$ cat src/rtl/muldiv_pkg.sv
`default_nettype none
// ============================================================================
//  Module   : muldiv_pkg
//  Purpose  : Shared definitions for the multiply/divide sequencer: the
//             datapath width, the operation encoding seen on the op port
//             and the sequencer state encoding.
//  Ports    : none (package)
//  Revision : 1.0 - initial release
// ============================================================================
package muldiv_pkg;

   localparam int MULDIV_XLEN = 32;

   // Values of the 3-bit op port; the three codes not listed here are
   // unsupported and complete through the fast path with a zero result.
   typedef enum logic [2:0] {
      OP_MUL  = 3'b000,
      OP_DIV  = 3'b100,
      OP_DIVU = 3'b101,
      OP_REM  = 3'b110,
      OP_REMU = 3'b111
   } op_e;

   typedef enum logic [1:0] {
      IDLE = 2'b00,
      CALC = 2'b01,
      FIN  = 2'b10
   } state_e;

endpackage
`default_nettype wire

$ cat src/rtl/muldiv_step.sv
`default_nettype none
// ============================================================================
//  Module   : muldiv_step
//  Purpose  : One iteration of the sequencer datapath, purely combinational.
//             MUL  : shift-add, acc += x when y[0]; x <<= 1; y >>= 1.
//             DIV  : restoring step, the partial remainder in acc absorbs the
//                    next dividend bit from the top of x, and the quotient
//                    bit is shifted into the bottom of x; y holds the divisor.
//  Ports    : is_mul              - select shift-add (1) or division (0)
//             acc, x, y           - current working registers
//             acc_next, x_next,
//             y_next              - working registers after one iteration
//  Revision : 1.0 - initial release
// ============================================================================
module muldiv_step #(
   parameter int W = 32
) (
   input  logic         is_mul,
   input  logic [W-1:0] acc,
   input  logic [W-1:0] x,
   input  logic [W-1:0] y,
   output logic [W-1:0] acc_next,
   output logic [W-1:0] x_next,
   output logic [W-1:0] y_next
);

   logic [W:0] shifted;
   logic [W:0] diff;

   always_comb begin
      shifted  = {acc, x[W-1]};
      diff     = shifted - {1'b0, y};
      acc_next = acc;
      x_next   = x;
      y_next   = y;
      if (is_mul) begin
         acc_next = acc + (y[0] ? x : '0);
         x_next   = x << 1;
         y_next   = y >> 1;
      end else if (!diff[W]) begin
         // Partial remainder covers the divisor: keep the difference.
         acc_next = diff[W-1:0];
         x_next   = {x[W-2:0], 1'b1};
      end else begin
         // Restore: keep the shifted remainder, quotient bit is 0.
         acc_next = shifted[W-1:0];
         x_next   = {x[W-2:0], 1'b0};
      end
   end

endmodule
`default_nettype wire

$ cat src/rtl/muldiv_sequencer.sv
`default_nettype none
// ============================================================================
//  Module   : muldiv_sequencer
//  Purpose  : Iterative 32-bit MUL / DIV / DIVU / REM / REMU unit. Operands
//             are captured on the accept edge, 32 iterations run in CALC, and
//             the result is published with a one-cycle done pulse on the edge
//             that leaves FIN. Divide-by-zero, signed overflow and
//             unsupported opcodes skip CALC and finish one edge after accept.
//  Ports    : clk, reset         - clock, asynchronous active-high reset
//             start              - request, held by the core until done
//             kill               - abort any in-flight operation
//             op                 - operation code (see muldiv_pkg::op_e)
//             a, b               - dividend/multiplicand, divisor/multiplier
//             busy               - operation in progress (CALC or FIN)
//             done               - one-cycle result-valid pulse
//             result             - result, held until the next completion
//             stall              - start & ~done, holds the core's PC
//  Revision : 1.0 - initial release
// ============================================================================
module muldiv_sequencer
   import muldiv_pkg::*;
#(
   parameter int XLEN = MULDIV_XLEN
) (
   input  logic            clk,
   input  logic            reset,
   input  logic            start,
   input  logic            kill,
   input  logic [2:0]      op,
   input  logic [XLEN-1:0] a,
   input  logic [XLEN-1:0] b,
   output logic            busy,
   output logic            done,
   output logic [XLEN-1:0] result,
   output logic            stall
);

   localparam logic [XLEN-1:0] MIN_NEG = {1'b1, {(XLEN-1){1'b0}}};

   state_e          state;
   logic [5:0]      count;
   logic [XLEN-1:0] acc;
   logic [XLEN-1:0] x;
   logic [XLEN-1:0] y;
   logic            mul_q;
   logic            rem_q;
   logic            neg_quo;
   logic            neg_rem;
   logic            fast_q;
   logic [XLEN-1:0] fast_val_q;

   // Decode of the live request, only used on the accept edge
   logic            mul_op;
   logic            div_op;
   logic            signed_op;
   logic            rem_op;
   logic            div_zero;
   logic            overflow;
   logic            fast;
   logic [XLEN-1:0] fast_val;
   logic            a_neg;
   logic            b_neg;
   logic [XLEN-1:0] abs_a;
   logic [XLEN-1:0] abs_b;

   logic [XLEN-1:0] acc_next;
   logic [XLEN-1:0] x_next;
   logic [XLEN-1:0] y_next;
   logic [XLEN-1:0] final_val;

   assign stall = start & ~done;

   always_comb begin
      mul_op    = (op == OP_MUL);
      div_op    = op[2];
      signed_op = op[2] & ~op[0];
      rem_op    = op[2] & op[1];
      div_zero  = div_op & (b == '0);
      overflow  = signed_op & (a == MIN_NEG) & (b == '1);
      fast      = ~(mul_op | div_op) | div_zero | overflow;
      a_neg     = signed_op & a[XLEN-1];
      b_neg     = signed_op & b[XLEN-1];
      abs_a     = a_neg ? -a : a;
      abs_b     = b_neg ? -b : b;
      fast_val  = '0;
      if (div_zero)
         fast_val = rem_op ? a : '1;
      else if (overflow)
         fast_val = rem_op ? '0 : MIN_NEG;
   end

   muldiv_step #(
      .W        (XLEN)
   ) u_step (
      .is_mul   (mul_q),
      .acc      (acc),
      .x        (x),
      .y        (y),
      .acc_next (acc_next),
      .x_next   (x_next),
      .y_next   (y_next)
   );

   // Sign fix-up of the magnitude results: quotient negated when operand
   // signs differ, remainder follows the sign of the dividend.
   always_comb begin
      if (fast_q)
         final_val = fast_val_q;
      else if (mul_q)
         final_val = acc;
      else if (rem_q)
         final_val = neg_rem ? -acc : acc;
      else
         final_val = neg_quo ? -x : x;
   end

   always_ff @(posedge clk or posedge reset) begin
      if (reset) begin
         state      <= IDLE;
         count      <= '0;
         acc        <= '0;
         x          <= '0;
         y          <= '0;
         mul_q      <= 1'b0;
         rem_q      <= 1'b0;
         neg_quo    <= 1'b0;
         neg_rem    <= 1'b0;
         fast_q     <= 1'b0;
         fast_val_q <= '0;
         busy       <= 1'b0;
         done       <= 1'b0;
         result     <= '0;
      end else begin
         done <= 1'b0;
         case (state)
            IDLE: begin
               // done is still high in the cycle after completion; the held
               // start of the finished request must not be taken again.
               if (start && !kill && !done) begin
                  count      <= '0;
                  mul_q      <= mul_op;
                  rem_q      <= rem_op;
                  neg_quo    <= a_neg ^ b_neg;
                  neg_rem    <= a_neg;
                  fast_q     <= fast;
                  fast_val_q <= fast_val;
                  acc        <= '0;
                  x          <= mul_op ? a : abs_a;
                  y          <= mul_op ? b : abs_b;
                  busy       <= 1'b1;
                  state      <= fast ? FIN : CALC;
               end
            end
            CALC: begin
               if (kill) begin
                  busy  <= 1'b0;
                  state <= IDLE;
               end else begin
                  acc   <= acc_next;
                  x     <= x_next;
                  y     <= y_next;
                  count <= count + 6'd1;
                  if (count == 6'd31)
                     state <= FIN;
               end
            end
            FIN: begin
               busy  <= 1'b0;
               state <= IDLE;
               if (!kill) begin
                  done   <= 1'b1;
                  result <= final_val;
               end
            end
            default: begin
               busy  <= 1'b0;
               state <= IDLE;
            end
         endcase
      end
   end

endmodule
`default_nettype wire

$ cat config.mk
export PLATFORM = sky130hd
export DESIGN_NAME = muldiv_sequencer
export DESIGN_NICKNAME = d
export VERILOG_FILES = /design/src/rtl/muldiv_pkg.sv /design/src/rtl/muldiv_step.sv /design/src/rtl/muldiv_sequencer.sv
export SDC_FILE = /design/constraint.sdc
export NUM_CORES = 1
export LEC_CHECK = 0
export ABC_AREA = 0
export CAP_MARGIN = 20
export CORE_MARGIN = 4
export CORE_UTILIZATION = 54
export CTS_BUF_LIST = sky130_fd_sc_hd__clkbuf_4
export CTS_CLUSTER_SIZE = 30
export DETAILED_ROUTE_END_ITERATION = 10
export PLACE_DENSITY = 0.84
export RECOVER_POWER = 25
export SETUP_SLACK_MARGIN = 0.5
export SLEW_MARGIN = 15
export SYNTH_ARGS = -nofsm -noshare
export SYNTH_HDL_FRONTEND = slang
export SYNTH_SLANG_ARGS = --single-unit
$ cat constraint.sdc
create_clock -name clk -period 7.4 [get_ports clk]
set_input_delay 2.22 -clock clk [delete_from_list [all_inputs] [get_ports clk]]
set_output_delay 2.22 -clock clk [all_outputs]
set_load 0.01 [all_outputs]
==> results of run 1 <==
-- final timing paths --
kind | from | endpoint | slack, ns
worst max-delay path | start | stall | 1.77
worst max register to register | y[0] | acc[25] | 2.51
worst min register to register | fast_val_q[20] | fast_val_q[20] | 0.50
worst min-delay path | fast_val_q[20] | fast_val_q[20] | 0.50
max in group asynchronous | reset | acc[27] | 4.27
min in group asynchronous | reset | result[25] | 2.24
-- layout by cell type, fill, tap and decap left out, types with 16 or more instances in the layout --
cell	count
ha_1	70
o21ai_0	229
xor2_1	47
nand2_1	262
or4_1	16
and2_1	39
nor3_1	39
or3_1	24
nand2b_1	16
o22ai_1	18
a21o_1	25
o211ai_1	18
inv_1	75
dfrtp_1	173
nand3_1	79
clkdlybuf4s50_1	103
buf_4	21
nor2_1	133
o31ai_1	56
a31oi_1	22
clkbuf_4	18
a21oi_1	171
xnor2_1	90
-- worst register-to-register path, cell delays in order (launching register included) --
cell	delay (ns)
dfrtp_1	0.71
ha_1	0.41
fa_1	0.41
nand2b_1	0.19
a21oi_1	0.23
o21ai_1	0.20
o211ai_1	0.34
o211ai_1	0.20
a31o_2	0.30
nand3_1	0.40
nand2_1	0.71
a222oi_1	0.51
o31ai_1	0.13
-- final cells by class --
type	instances	area, µm²	share of cell area (%)
sequential	175	4382	27.02
clock inverter	15	200.2	1.234
antenna	1	2.502	0.01543
clock buffer	17	127.6	0.7870
multi-input combinational	1570	9553	58.91
tap	335	419.2	2.585
inverter	78	296.5	1.829
timing repair buffer	128	1236	7.623
-- cells by family (layout without fill, tap and decap cells) --
kind of cell | after synthesis | count (layout)
DFF | 175 | 175
muxes | 11 | 11
xor gates and xnor gates | 137 | 137
other | 0 | 1
and+or+nand+nor | 681 | 681
buffers and inverters | 191 | 238
AOI/OAI and AO/OA | 669 | 669
adders and majority gates | 72 | 72
-- metrics by stage --
stage          worst slack [ns]  cells  area [µm²]  util (%)
6_report                  1.773   2319       16220     61.53
5_1_grt                   1.726   2319       16220     61.53
4_1_cts                   1.769   2317       16210     61.50
3_5_place_dp              1.605   2285       15880     60.25
3_3_place_gp              1.699   2285       15880     60.25
2_1_floorplan             2.762   1936       14620         -
-- per-layer routing --
metal,GRT usage (%),vias up,wire (µm)
met5,0,-,0
met4,8.649,0,1348
met3,5.246,113,3408
met2,47.86,629,21040
met1,40.30,7119,19540
li1,-,7035,-
-- registers in the layout, summed over array words and instances (netlist names) --
register and count:
count 6, acc 32, state 2, fast_val_q 32, rem_q 1, mul_q 1
x 32, fast_q 1, y 32, busy 1, done 1, result 32
neg_rem 1, neg_quo 1
-- report_power, final --
part | leakage (nW) | switching [mW] | internal, mW
clock | 0.168 | 0.461 | 0.170
combinational | 4.48 | 1.96 | 1.40
sequential | 2.29 | 0.462 | 1.21
total | 6.93 | 2.88 | 2.78
==> summary.md, run 1 <==
| Metric | Value |
|---|---|
| Number of clock sinks | 175 |
| Main flop type after synthesis | dfrtp_1 |
| Kind of capture point of the worst setup path | primary output |
| RePlAce Congestion | 0.9612 |
| Largest voltage drop on the vdd net | 228.3 µV |
| Top-count cell post-synth | nand2_1 |
| Critical path's most frequent cell | clkdlybuf4s50_1 |
| Yosys top cell by area | dfrtp_1 |
| Worst slew margin | roughly a quarter |
| Per-instance average area after synthesis | 7.549 µm² |
| Count of flip-flops with a built-in enable after synthesis | 0 |
| Routed wire length | 45330 µm |
| Average vias per placed instance | ~6.4 |
| Total routing usage reported by global routing | 29.36% |
| Num rows | between 50 and 60 |
| 1st-iter DRT viols | about 2000 |
| Most used standard cells in the synthesized netlist | nand2_1, o21ai_0, dfrtp_1 |
| Sequential element share of the synthesized area | 29.96% |
| Share of synthesized flip-flops with an asynchronous set or reset | 100.0% |
| Initial cell density of the core | 55.46% |
| Required @ worst endpoint | between 5 and 6 ns |
| Share of cells above drive strength 1 | 4.286% |
| Clock transition time at the flip-flop clock pins of the worst setup and hold paths | 0.18 ns |
| Vertical die dimension | 172.5 µm |
| Cell class contributing the biggest share of worst-path delay | buffers and inverters |
| Chain of cells forming the critical path | clkdlybuf4s50_1, nand2b_1, inv_1, clkdlybuf4s50_1 |
| First-pass iteration count of the detailed router | 6 |
| Post-Synthesis Cell Area | 14620 µm² |
| CTS tree | yes |
| Final hold slack | 0.4955 ns |
| Combinational family with the most area after synthesis | compound AO/OA/AOI/OAI gates |
| Final Power | between 5 and 6 mW |
| Maximum buffer depth of the clock tree | 2 |
| Layout fillers | 2341 |
| Clock latency on the worst-skew pair | 0.63 ns |
| Multiplexer fraction of the synthesized cell area | less than 1% |
| Post-route fraction of the period consumed by the critical path | about 76% |
| Number of stages on the worst setup path | 4 |
| Setup TNS | 0 ns |
| Synth Area in Adders | under 10% |
| Maximum fanout along the worst path | 4 |
| Count of boundary I/O pins | roughly 110 |
| DRC violation count after routing | 0 |
| Maximum achievable frequency | 177.7 MHz |
| Hold Vio Cnt, Final | 0 |
| Cell at the slowest stage of the critical path | clkdlybuf4s50_1 |
| Worst Hold Depth | 2 |
| Worst Reg-to-Reg Cells | 12 |
| # H-tree levels | 4 |
| Post-synth top area share | 29.96% |
| Cells resized by post-CTS repair | 0 |
| Cell variety after synth | 76 |
| Wire length of the first global-routing pass | between 70000 and 80000 µm |
| Flop and latch count out of synthesis | ~180 |
| Postcts setup bufs | 0 |
| Largest cells by area after synthesis | dfrtp_1, o21ai_0, nand2_1, ha_1, a21oi_1 |
| Critical Path Max Stage Delay | 0.54 ns |
| Status | completed |
| Hold Buf Count CTS | 0 |
| DP HPWL | roughly 34000 µm |
| Endpoints failing setup | 0 |
| Nets in the synthesized netlist | a little over 2000 |
| Power per cell area | 349.3 nW/µm² |
| Max-cap violation count | 0 |
| Worst clock skew | approximately 0.037 ns |
| Final ANT Viol Nets | 0 |
| Fin. max-slew vios | 0 |
| Slew at the pin closest to its max-slew limit | 1.133 ns |
| Clock period minus worst slack | ~5.6 ns |
| Syn-to-layout area delta | 10.96% |
| Xor and xnor area share after synthesis | 8.210% |
| Data arrival time of the worst path | 3.41 ns |
| Number of global-route vias before repair | 13800 |
| Antenna violations before repair | 1 |
| Count of vias placed by the detailed router | approximately 15000 |
| NumNets Final | approximately 2100 |
| Final global-route overflow total | 0 |
| Type of the worst setup path | in -> out |
| Area fraction in and, or, nand and nor cells after synthesis | 21.84% |
| Area of the die | 29760 µm² |
| Cells after synthesis | 1936 |
| Worst Hold Class | reg -> reg |
| Root Buffer Master | clkbuf_4 |
| Sort of element at the start of the critical path | primary input |
| Routed wire length per instance | 19.55 µm |
| Core Box Area | 26350 µm² |
| Yosys warning count | 0 |
| Unrepaired setup endpoints after global routing | false |
| IO Port Bufs | 105 |
| Maximum number of pins on one net before global-route repair | 176 |
| Horizontal die dimension | 172.5 µm |
| Total CTS buffers | 17 |
| Leakage power total | 6.930 nW |
| Area fraction in compound gates after synthesis | between 20% and 30% |
| Bufs and invs on worst path | 3 |
(Power assumes the default switching activity.)
==> inputs of run 2 (changes only) <==
clock period = 5.5 ns   (was 7.4 ns; I/O delays follow)
==> run 2 against run 1 <==
Against the previous run: the flow now finishes with violations (max-capacitance violations, max-slew violations); highest routed layer unchanged; final area grew 0.50%; global-route usage shrank 0.16 points; largest power group unchanged; register-to-register slack lost 1.4 ns.
==> summary.md, run 2 (synthesis results as in run 1) <==
| Metric | Value |
|---|---|
| Post-Place Worst Slack | 0.3940 ns |
| Average vias per placed instance | ~6.4 |
| Status | finished with violations |
| Core Box Area | 26350 µm² |
| # H-tree levels | 4 |
| Routed wire length per instance | approximately 19 µm |
| IO Port Bufs | about 110 |
| Horizontal die dimension | 172.5 µm |
| Clock latency on the worst-skew pair | 0.63 ns |
| Internal power component | 3.808 mW |
| Maximum number of pins on one net before global-route repair | between 150 and 200 |
| Data arrival time of the worst path | 5.02 ns |
| Total routing usage reported by global routing | 29.20% |
| Syn-to-layout area delta | 11.51% |
| Share of cells above drive strength 1 | 4.717% |
| Layout fillers | approximately 2300 |
| Area of all sequential standard cells | 4382 µm² |
| Count of boundary I/O pins | 106 |
| Postcts setup bufs | 0 |
| Post-route fraction of the period consumed by the critical path | 82.37% |
| Critical Path Source | a[0] |
| Setup TNS | 0 ns |
| Fin. max-slew vios | 176 |
| Hold path startpoint | fast_val_q[22] |
| 1st-iter DRT viols | 1863 |
| Chain of cells forming the critical path | clkdlybuf4s50_1, inv_1, ha_1, or3b_2, or4_1, nand2b_1, nor2_1, nand2_1, nor4_2, a21oi_1, and2_1, o21bai_1 |
| Area taken by multi-input logic gates | between 9000 and 10000 µm² |
| Fraction of power spent switching nets | between 50% and 60% |
| Sort of element at the start of the critical path | primary input |
| Number of clock sinks | 175 |
| Final global-route overflow total | 0 |
| Wire length of the first global-routing pass | 72680 µm |
| Final Worst Setup Slack | 0.9695 ns |
| Final ANT Viol Nets | 0 |
| Endpoints failing setup | 0 |
| Logic pwr share | 59.8% |
| Worst slew margin | -68.85% |
| Maximum fanout along the worst path | 5 |
| First-pass iteration count of the detailed router | 6 |
| Number of global-route vias before repair | 13960 |
| Clock transition time at the flip-flop clock pins of the worst setup and hold paths | approximately 0.19 ns |
| Worst reg-to-reg setup slack | 1.13 ns |
| Total CTS buffers | 17 |
| Sequential Power Share | 29.3% |
| Antenna violations before repair | 1 |
| CTS tree | yes |
| Hold Buf Count CTS | 0 |
| NumNets Final | around 2100 |
| Leakage power total | about 7 nW |
| Count of vias placed by the detailed router | 15020 |
| Type of the worst setup path | in -> reg |
| Required @ worst endpoint | 5.99 ns |
| Largest voltage drop on the vdd net | 297.8 µV |
| DP HPWL | around 34000 µm |
| Hold Vio Cnt, Final | 0 |
| Most frequent cells in the layout | nand2_1, o21ai_0, dfrtp_1, a21oi_1, nor2_1 |
| Maximum buffer depth of the clock tree | 2 |
| Routed wire length | around 45000 µm |
| DRC violation count after routing | 0 |
| Clock share of power | a little over a tenth |
| Vertical die dimension | 172.5 µm |
| Max-cap violation count | 1 |
| Unrepaired setup endpoints after global routing | false |
| Worst Hold Class | reg -> reg |
| Critical Path Max Stage Delay | 0.52 ns |
| Maximum achievable frequency | 220.7 MHz |
| Critical R2R Launch | y[0] |
| Initial cell density of the core | 55.46% |
| RePlAce Congestion | about 0.96 |
| Worst clock skew | 0.03411 ns |
| Clock period minus worst slack | 4.530 ns |
| Most common library cell in the layout ignoring fill and taps | nand2_1 |
| Power per cell area | about 470 nW/µm² |
| Area of the die | 29760 µm² |
| Slew at the pin closest to its max-slew limit | 2.533 ns |
| Root Buffer Master | clkbuf_4 |
| Cells resized by post-CTS repair | 0 |
| Num rows | 59 |
| Switch Pwr | 3.840 mW |
| Kind of capture point of the worst setup path | register |
| Cell at the slowest stage of the critical path | clkdlybuf4s50_1 |
| Failing checks | max-capacitance violations, max-slew violations |
==> run 2: worst paths after layout <==
path / cells after the start / endpoint
worst max-delay path: 12 / state[0]
worst min-delay path: 2 / fast_val_q[22]
worst max register to register: 13 / acc[31]
worst min register to register: 2 / fast_val_q[22]
max in group asynchronous: 3 / mul_q
min in group asynchronous: 3 / result[21]
==> run 2: through the flow <==
stage | hold WS (ns) | instances | power [mW] | area (µm²) | utilization [%]
after floorplan | 0.4403 | 1936 | 5.384 | 14620 | -
after global placement | 0.4565 | 2294 | 6.597 | 15960 | 60.55
after detailed placement | 0.4598 | 2295 | 6.734 | 15980 | 60.65
after CTS | 0.4952 | 2327 | 7.562 | 16300 | 61.84
after global routing | 0.5254 | 2329 | 8.266 | 16300 | 61.83
final | 0.4999 | 2330 | 7.648 | 16300 | 61.84
==> run 2: worst max-delay path: cells and delay by family <==
kind                     cells  cell delay, ns
AND/OR/NAND/NOR              7            2.27
adder cells (fa/ha/maj)      1            0.17
AO/OA/AOI/OAI                2            0.31
buffers and inverters        2            0.62
==> run 2: power by group through the flow <==
stage / Sequential, mW / Combinational [mW] / Clock (mW)
finish: 2.24 / 4.57 / 0.829
global route: 2.29 / 5.09 / 0.884
CTS: 2.22 / 4.51 / 0.833
detailed placement: 2.25 / 4.48 / 0
global placement: 2.24 / 4.36 / 0
floorplan: 2.01 / 3.38 / 0
==> run 2: area by class of cell <==
cell class	count	area share [%]
clock inverter	15	1.144
tap	335	2.572
timing repair buffer	138	8.168
clock buffer	17	0.7830
inverter	78	1.819
sequential	175	26.88
antenna	2	0.03071
multi-input combinational	1570	58.60
==> run 2: layer usage <==
metal | global-route usage, % | wire [µm] | up-vias
met5 | 0 | 0 | -
met4 | 9.681 | 1295 | 0
met3 | 4.148 | 3527 | 85
met2 | 46.85 | 20760 | 669
met1 | 40.91 | 19600 | 7188
li1 | - | - | 7076
